===== config.mk =====
export PLATFORM = sky130hd
export DESIGN_NAME = serial_subtractor
export DESIGN_NICKNAME = d
export VERILOG_FILES = /design/src/rtl/serial_subtractor_pkg.sv /design/src/rtl/full_subtractor_b.sv /design/src/rtl/serial_subtractor.sv
export SDC_FILE = /design/constraint.sdc
export NUM_CORES = 1
export LEC_CHECK = 0
export CAP_MARGIN = 20
export CORE_ASPECT_RATIO = 1.1
export CORE_UTILIZATION = 56
export DETAILED_ROUTE_END_ITERATION = 16
export GPL_ROUTABILITY_DRIVEN = 0
export GPL_TIMING_DRIVEN = 0
export PLACE_DENSITY_LB_ADDON = 0.2
export SLEW_MARGIN = 25
export SYNTH_ARGS = -nofsm -noshare
export SYNTH_HDL_FRONTEND = slang
export SYNTH_SLANG_ARGS = --single-unit

===== constraint.sdc =====
create_clock -name clk -period 3.65 [get_ports clk]
set_input_delay 0.9125 -clock clk [delete_from_list [all_inputs] [get_ports clk]]
set_output_delay 0.9125 -clock clk [all_outputs]
set_load 0.01 [all_outputs]

===== src/rtl/serial_subtractor_pkg.sv =====
// Shared definitions for the bit-serial subtractor: state encoding and default width.
package serial_subtractor_pkg;

   localparam int DEFAULT_WIDTH = 8;

   // Encoding 2'd3 is unused; the FSM treats it as illegal and recovers to IDLE.
   typedef enum logic [1:0] {
      IDLE  = 2'd0,
      SHIFT = 2'd1,
      DONE  = 2'd2
   } state_t;

endpackage


===== src/rtl/full_subtractor_b.sv =====
// One-bit full subtractor: diff = a - b - bin, with borrow out.
module full_subtractor_b (
   input  logic a,
   input  logic b,
   input  logic bin,
   output logic diff,
   output logic bout
);

   assign diff = a ^ b ^ bin;
   // Borrow when b exceeds a, or when a==b and a borrow is already pending.
   assign bout = (~a & b) | (~(a ^ b) & bin);

endmodule


===== src/rtl/serial_subtractor.sv =====
// Bit-serial WIDTH-bit subtractor: diff = a - b, one bit per clock, LSB first,
// built around a single full_subtractor_b cell with a registered borrow loop.
module serial_subtractor
   import serial_subtractor_pkg::*;
#(
   parameter int WIDTH = DEFAULT_WIDTH
) (
   input  logic             clk,
   input  logic             rst_n,
   input  logic             start,
   input  logic [WIDTH-1:0] a,
   input  logic [WIDTH-1:0] b,
   output logic             ready,
   output logic             busy,
   output logic             done,
   output logic [WIDTH-1:0] diff,
   output logic             bout
);

   localparam int              CNT_W = $clog2(WIDTH + 1);
   localparam logic [CNT_W-1:0] LAST  = CNT_W'(WIDTH - 1);

   state_t             state;
   logic [WIDTH-1:0]   a_sh;
   logic [WIDTH-1:0]   b_sh;
   logic [WIDTH-1:0]   res_sh;
   logic [WIDTH-1:0]   res_next;
   logic               borrow;
   logic [CNT_W-1:0]   cnt;
   logic               cell_diff;
   logic               cell_bout;

   full_subtractor_b u_cell (
      .a    (a_sh[0]),
      .b    (b_sh[0]),
      .bin  (borrow),
      .diff (cell_diff),
      .bout (cell_bout)
   );

   // New result bit enters at the MSB so that after WIDTH shifts bit 0 lands at LSB.
   generate
      if (WIDTH == 1) begin : g_res_w1
         assign res_next = cell_diff;
      end else begin : g_res_wn
         assign res_next = {cell_diff, res_sh[WIDTH-1:1]};
      end
   endgenerate

   // NOTE: every register here is assigned with <= so all updates in one edge see
   // the pre-edge values; blocking = would let later lines read already-shifted data.
   always_ff @(posedge clk or negedge rst_n) begin
      if (!rst_n) begin
         state  <= IDLE;
         a_sh   <= '0;
         b_sh   <= '0;
         res_sh <= '0;
         borrow <= 1'b0;
         cnt    <= '0;
         diff   <= '0;
         bout   <= 1'b0;
         ready  <= 1'b1;
         busy   <= 1'b0;
         done   <= 1'b0;
      end else begin
         case (state)
            IDLE: begin
               if (start) begin
                  a_sh   <= a;
                  b_sh   <= b;
                  res_sh <= '0;
                  borrow <= 1'b0;
                  cnt    <= '0;
                  state  <= SHIFT;
                  ready  <= 1'b0;
                  busy   <= 1'b1;
               end
            end
            SHIFT: begin
               res_sh <= res_next;
               borrow <= cell_bout;
               a_sh   <= a_sh >> 1;
               b_sh   <= b_sh >> 1;
               cnt    <= cnt + 1'b1;
               if (cnt == LAST) begin
                  diff  <= res_next;
                  bout  <= cell_bout;
                  state <= DONE;
                  busy  <= 1'b0;
                  done  <= 1'b1;
               end
            end
            DONE: begin
               state <= IDLE;
               done  <= 1'b0;
               ready <= 1'b1;
            end
            default: begin
               state <= IDLE;
               ready <= 1'b1;
               busy  <= 1'b0;
               done  <= 1'b0;
            end
         endcase
      end
   end

endmodule


# == Word level (Yosys, flattened, before mapping) ==
# Index checks and enable logic that the tools add are counted.
# word_totals
reg_bits,43
output_inout_bits,12
wordCells,54
# classes
addsub,1
n_eq_ne,5
mux,19
bitwise,10
reduce_logical,8
# ops
op,n
8-bit case mux with 2 select lines,3
8-bit 2-to-1 mux,3
2-bit AND reduction,5
4-bit case mux with 2 select lines,1
1-bit case mux with 2 select lines,3
1-bit NOT,5
4-bit by 1-bit adder with 4-bit output (second input constant),1
4-bit by 3-bit equality test with 1-bit output (second input constant),1
1-bit 2-to-1 mux,4
2-bit 2-to-1 mux,2
4-bit 2-to-1 mux,1
2-bit inequality test (second input constant),2
2-bit case mux with 2 select lines,1
1-bit case mux with 3 select lines,1
3-bit AND reduction,1
1-bit bitwise AND,2
2-bit by 1-bit equality test with 1-bit output (second input constant),1
2-bit equality test (second input constant),1
2-bit zero test,1
2-bit nonzero test,1
1-bit XOR,2
1-bit bitwise OR,1

# == Longest topological paths before layout ==
# Gate-level depths: netlist (run 1).
# logic_depth
word_depth,5
ltp_mapped,5
depth_no_buf,4

# == Hierarchy ==
# A second synthesis (run 1) with hierarchy kept.
# hier_totals
cells_unflattened,160
hier_area_um2,1869.3
# by_module_without_submodules
module,instances,cells_per_inst,area_per_inst_um2,seq_area_each_um2
serial_subtractor,1,156,1838.0,1052.3
full_subtractor_b,1,4,31.3,0.0

# == Worst setup path after synthesis (run 1) ==
# OpenSTA, ideal clock, no wires.
# synth_path
path_kind,input to register
start,input start
end,register a_sh[0]
setup_ns,0.134
t_arrival_ns,1.504
required_ns,3.516
path_slack_ns,2.012
stages,4
path_buffers,1
path_cell_list,clkbuf_1 > and2b_1 > a21oi_1 > o21ai_0
# synth_via
elab_chain_cells,2
# synth_rtl
element,line_no,text
start: declaration,serial_subtractor.sv:10,"input logic start,"
2-bit inequality test (no source line),n/a,
2-bit AND reduction (no source line),n/a,
end signal: assignment,serial_subtractor.sv:82,a_sh <= a_sh >> 1;
end: declaration,serial_subtractor.sv:24,logic [WIDTH-1:0] a_sh;
# Every way passes these cells.
# A chain may end at the register's enable or synchronous reset.

# == Final worst setup path (run 1) ==
# layout_path
start,register ready
end,output ready
# layout_rtl
element,line_no,text
start: declaration,serial_subtractor.sv:13,"output logic ready,"
start signal: assignment,serial_subtractor.sv:62,ready <= 1'b1;
start signal: assignment,serial_subtractor.sv:75,ready <= 1'b0;
start signal: assignment,serial_subtractor.sv:96,ready <= 1'b1;
# No word-level cell between the ends.

==> run summary, run 1 <==
Status: complete, but fails checks
Failing checks: design-rule violations
Vias: 1396
Compound-Gate Fraction of Synth Area: 0.214
Drt first-iter violations: 84
CTS root buffer: clkbuf_4
RSZ-0062 raised after global routing: no
Initial DRT Pass Iterations: 12
Post-synthesis cell type count: 32
Deepest clock path buffer count: 2
CP Depth: 1
Worst Setup SP: ready$_DFFE_PN1P_
GRT Total Usage: 0.237
Crit path kind: reg -> out
Period utilization: 0.636
Initial antenna violation count: 0
Max-slew violation count: 0
Detailed-route wire length per cell: 15.8 um
Synth top area share: 0.547
Clk slew on worst S/H paths: 0.11 ns
Worst-path fanout max: 2
Die X-Extent: 57.2 um
Crit-path cells: clkdlybuf4s50_1
Most common cell in the netlist: dfrtp_1
DP Wirelength: 2.65 mm
WP data required: 2.74 ns
CTS resizes: 0
Reg2reg start: cnt[0]$_DFFE_PN0P_
R2r endpoint: diff[7]$_DFFE_PN0P_
Async set-reset flop share out of synthesis: 1.00
Hold Crit Class: in -> async
Max IR drop VDD: 0.486 mV
Post-layout min period: 2.32 ns
Antenna Violating Nets Remaining: 0
Fillers: 221
Placed cell area: 2230 um2
LEAKAGE: 0.00102 uW
Residual DRC count: 2
Share of layout cells above drive strength 1: 0.135
First-pass GRT wire length: 6.46 mm
Number of diodes: 0
Critical Path Sink: ready
Syn-to-layout area delta: 23.1%
Mapped Area: 1870 um2
Cell taking the most area after synthesis: dfrtp_1
Core area: 3130 um2
Vias per cell: 5.97
Slew @ Worst Pin: 0.440 ns
Post-CTS Setup Bufs: 0
Total clock sinks: 42
Port Buf Inserts: 30
Routed wire length: 3.69 mm
Hold_buf cts: 0
Worst Path Arrival: 1.41 ns
Synth cell count leaders: 41 x dfrtp_1, 17 x o21ai_0, 14 x a21oi_1, 14 x a22oi_1, 11 x nor2b_1
Crit start category: flop
Simple-gate share of the synthesized area: 0.0868
Max cap viols: 0
CP endpoint kind: output pin
Total congestion overflow: 0
Final instance area: 2310 um2
Primary FF master, synth: dfrtp_1
Post-synthesis xor/xnor area fraction: 0
Net Count, Synth: 182
Synth Instances: 161
I/O Pins: 31
Worst path max stage delay: 0.54 ns
CTS tree: built
Count of final hold-check violations: 0
Peak Freq: 431 MHz
Number of synthesis warnings: 0
Row cnt: 21
PD cells: 745 nW/um2
Largest family of logic cells by synthesized area: compound AO/OA/AOI/OAI gates
Adder-Cell Fraction of Synth Area: 0.0174
Post-synthesis mux area share: 0.0734
Fin nets: 220
Number of global-route vias before repair: 1429
Worst R2R Path Depth: 5
Slew HR: 0.707
Setup TNS: 0 ns
Seq/Total Area, Yosys: 0.561
H-Tree Level Count: 2
Crit path max-delay cell type: dfstp_2
Crit-path leading delay family: flip-flops
FF+latch count, synth: 42
Largest net degree at the start of global routing: 29
Worst skew pair latency: 0.34 ns
Die Y-Extent: 62.7 um
Skew final: 0.00298 ns
Die area: 3580 um2
Starting Density: 0.599
CTS Buf Count: 5
Syn avg cell area: 11.6 um2
Final setup vio count: 0
EDFF count, synth: 0
Reg2Reg Setup Slack: 2.01 ns
Worst path bufs/invs: 1
Top post-synthesis cells by area: dfrtp_1 55%, a22oi_1 5.6%, mux2_4 5.6%, o21ai_0 4.5%, a21oi_1 3.7%
[sequential cells by signal, indices dropped and copies added (netlist names)]
name and count:
diff 8, ready 1, borrow 1, cnt 4, b_sh 8, state 2
done 1, a_sh 8, res_sh 7, bout 1, busy 1
[through the flow]
step	util	std cells	hold slack [ns]	worst slack (ns)	power, uW
after floorplan	-	161	0.445	2.01	1190
after global placement	0.709	225	0.463	0.688	1410
after detailed placement	0.714	226	0.483	1.12	1450
after CTS	0.738	234	0.463	1.32	1730
after global routing	0.738	234	0.471	1.29	1840
final	0.738	234	0.463	1.33	1720
[kinds of logic (layout without fill, tap and decap cells)]
family / after synthesis / count (layout)
compound gates: 62 / 62
fa+ha+maj: 2 / 2
simple gates: 28 / 28
buf+inv: 17 / 56
mux: 10 / 10
flops: 42 / 42
[cell usage in the layout (no fill, tap or decap), drive strengths merged]
cell type / count
dfrtp: 41
clkdlybuf4s50: 29
o21ai: 18
a21oi: 14
a22oi: 14
nor2b: 11
clkbuf: 11
a22o: 9
mux2: 9
buf: 8
inv: 7
nand2: 7
and2b: 5
nor2: 2
o21bai: 1
a2bb2oi: 1
and3b: 1
and2: 1
o32ai: 1
mux2i: 1
a21o: 1
nand3: 1
a41oi: 1
a31oi: 1
o22ai: 1
fa: 1
ha: 1
bufinv: 1
dfstp: 1
[worst min-delay path by stage]
stage,startpoint,to,slack [ns],depth (start not counted)
floorplan,cnt[3]$_DFFE_PN0P_,cnt[3]$_DFFE_PN0P_,0.44,1
global route,rst_n,state[1]$_DFFE_PN0P_,0.47,1
detailed placement,b_sh[5]$_DFFE_PN0P_,b_sh[5]$_DFFE_PN0P_,0.48,2
CTS,rst_n,a_sh[7]$_DFFE_PN0P_,0.46,1
global placement,cnt[3]$_DFFE_PN0P_,cnt[3]$_DFFE_PN0P_,0.46,1
finish,rst_n,b_sh[0]$_DFFE_PN0P_,0.46,1
[power breakdown]
group | leakage [uW] | switching [uW] | internal, uW
registers | 0.000536 | 128 | 647
clock network | 0.0000395 | 142 | 145
logic | 0.000443 | 282 | 376
[metal layers]
layer | part of all wire | up-vias | track usage
li1 | - | 652 | -
met1 | 0.44 | 698 | 0.306
met2 | 0.50 | 37 | 0.385
met3 | 0.038 | 9 | 0.0455
met4 | 0.022 | 0 | 0.107
met5 | 0 | - | 0
[cell type report]
class,count,area (um2),area share
clock buffers,7,45.0,0.0195
plain buffers,10,62.6,0.0271
inverters,7,26.3,0.0114
repair buffers,31,315,0.137
well taps,34,42.5,0.0184
clock inverters,1,30.0,0.0130
flip-flops and latches,42,1050,0.456
multi-input cells,102,733,0.318
(Power assumes the default switching activity.)
==> inputs of run 2 (changes only) <==
- CORE_UTILIZATION: 56 -> 47
- clock period: 3.65 -> 1.88 ns (I/O delays scaled with it)
==> run summary, run 2 (synthesis gave the netlist of run 1 again) <==
Slew HR: 0.687
WP data required: 1.41 ns
Post-CTS Setup Bufs: 0
Commonest non-fill, non-tap cell in the layout: dfrtp_1
Core area: 3740 um2
Max-slew violation count: 0
Gate power share: 0.367
Peak Freq: 550 MHz
Share of layout cells above drive strength 1: 0.145
Clk slew on worst S/H paths: 0.08 ns
Crit-path cells: clkdlybuf4s50_1
Residual DRC count: 0
CTS root buffer: clkbuf_8
Die area: 4240 um2
CP endpoint kind: output pin
H-Tree Level Count: 2
Total congestion overflow: 0
Die X-Extent: 62.2 um
NetSw: 1100 uW
Row cnt: 23
Drt first-iter violations: 60
Net Sw Frac: 0.317
Final Total Pwr: 3480 uW
Starting Density: 0.501
Number of diodes: 0
Worst path max stage delay: 0.53 ns
Largest net degree at the start of global routing: 31
Status: finished, final reports clean
Detailed-route wire length per cell: 15.6 um
Worst Path Arrival: 1.35 ns
Number of global-route vias before repair: 1399
Crit start category: flop
CTS Buf Count: 5
Slew @ Worst Pin: 0.469 ns
Die Y-Extent: 68.2 um
Period utilization: 0.968
Crit-path leading delay family: flip-flops
Crit path max-delay cell type: dfstp_2
Sequential share of power: 0.433
Fin nets: 220
Vias per cell: 5.42
Int Power: 2380 uW
DP Wirelength: 2.78 mm
Skew final: 0.00729 ns
First-pass GRT wire length: 6.76 mm
Biggest regs: a_sh (8), b_sh (8), diff (8)
CTS tree: built
Count of final hold-check violations: 0
Total clock sinks: 42
Final setup vio count: 0
Hold_buf cts: 0
Post-layout min period: 1.82 ns
GRT Total Usage: 0.214
Routed wire length: 3.91 mm
Non-filler cells, final: 250
Hold Crit Class: in -> async
Max cap viols: 0
Crit path kind: reg -> out
PD cells: 1480 nW/um2
I/O Pins: 31
Deepest clock path buffer count: 2
Port Buf Inserts: 30
Initial antenna violation count: 0
Syn-to-layout area delta: 26.0%
Inst Count DP: 242
Worst-path fanout max: 2
LEAKAGE: 0.00104 uW
Worst skew pair latency: 0.29 ns
RSZ-0062 raised after global routing: no
Clk network pwr share: 0.199
CTS resizes: 0
Vias: 1355
Initial DRT Pass Iterations: 4
Antenna Violating Nets Remaining: 0
Max IR drop VDD: 0.624 mV
Worst path bufs/invs: 1
Most frequent cells in the layout: 41 x dfrtp_1, 29 x clkdlybuf4s50_1, 17 x o21ai_0, 14 x a21oi_1, 14 x a22oi_1
## run 2: layout make-up
type | instances | area (um2)
Fill cell | 318 | 1380
Sequential cell | 42 | 1050
Multi-Input combinational cell | 102 | 733
Timing Repair Buffer | 31 | 315
Clock buffer | 5 | 68.8
Buffer | 10 | 62.6
Tap cell | 50 | 62.6
Clock inverter | 3 | 40.0
Inverter | 7 | 26.3
## run 2: final timing paths
kind                                         start             endpoint  slack, ns  cells past startpoint
worst max register to register  cnt[0]$_DFFE_PN0P_  diff[1]$_DFFE_PN0P_       0.25                      5
worst min-delay path                         rst_n  b_sh[4]$_DFFE_PN0P_       0.06                      1
min in group clk                cnt[3]$_DFFE_PN0P_   cnt[3]$_DFFE_PN0P_       0.48                      1
worst min register to register  cnt[3]$_DFFE_PN0P_   cnt[3]$_DFFE_PN0P_       0.48                      1
worst max-delay path             ready$_DFFE_PN1P_                ready       0.06                      1
max in group asynchronous                    rst_n    ready$_DFFE_PN1P_       1.28                      2
## run 2: power groups by stage
stage | combinational [uW] | sequential [uW] | clock, uW
floorplan | 788 | 1520 | 0
global placement | 1260 | 1500 | 0
detailed placement | 1290 | 1520 | 0
CTS | 1300 | 1510 | 706
global route | 1410 | 1560 | 759
finish | 1280 | 1510 | 693
## run 2: metrics by stage
stage	cell area (um2)	setup TNS, ns	util	setup WS [ns]	hold slack [ns]
6_report	2360	0	0.631	0.0605	0.0642
2_1_floorplan	1870	0	-	0.376	0.174
3_5_place_dp	2250	-2.51	0.602	-0.226	0.391
4_1_cts	2360	0	0.631	0.0492	0.0729
5_1_grt	2360	0	0.631	0.00626	0.0710
3_3_place_gp	2240	-29.10	0.598	-0.667	0.470
## run 2: routing by layer
layer,up-vias,track usage,routed length (um)
met5,-,0,0
met4,0,0.0959,72
met3,6,0.0500,145
met2,32,0.376,1970
met1,666,0.255,1720
li1,651,-,-
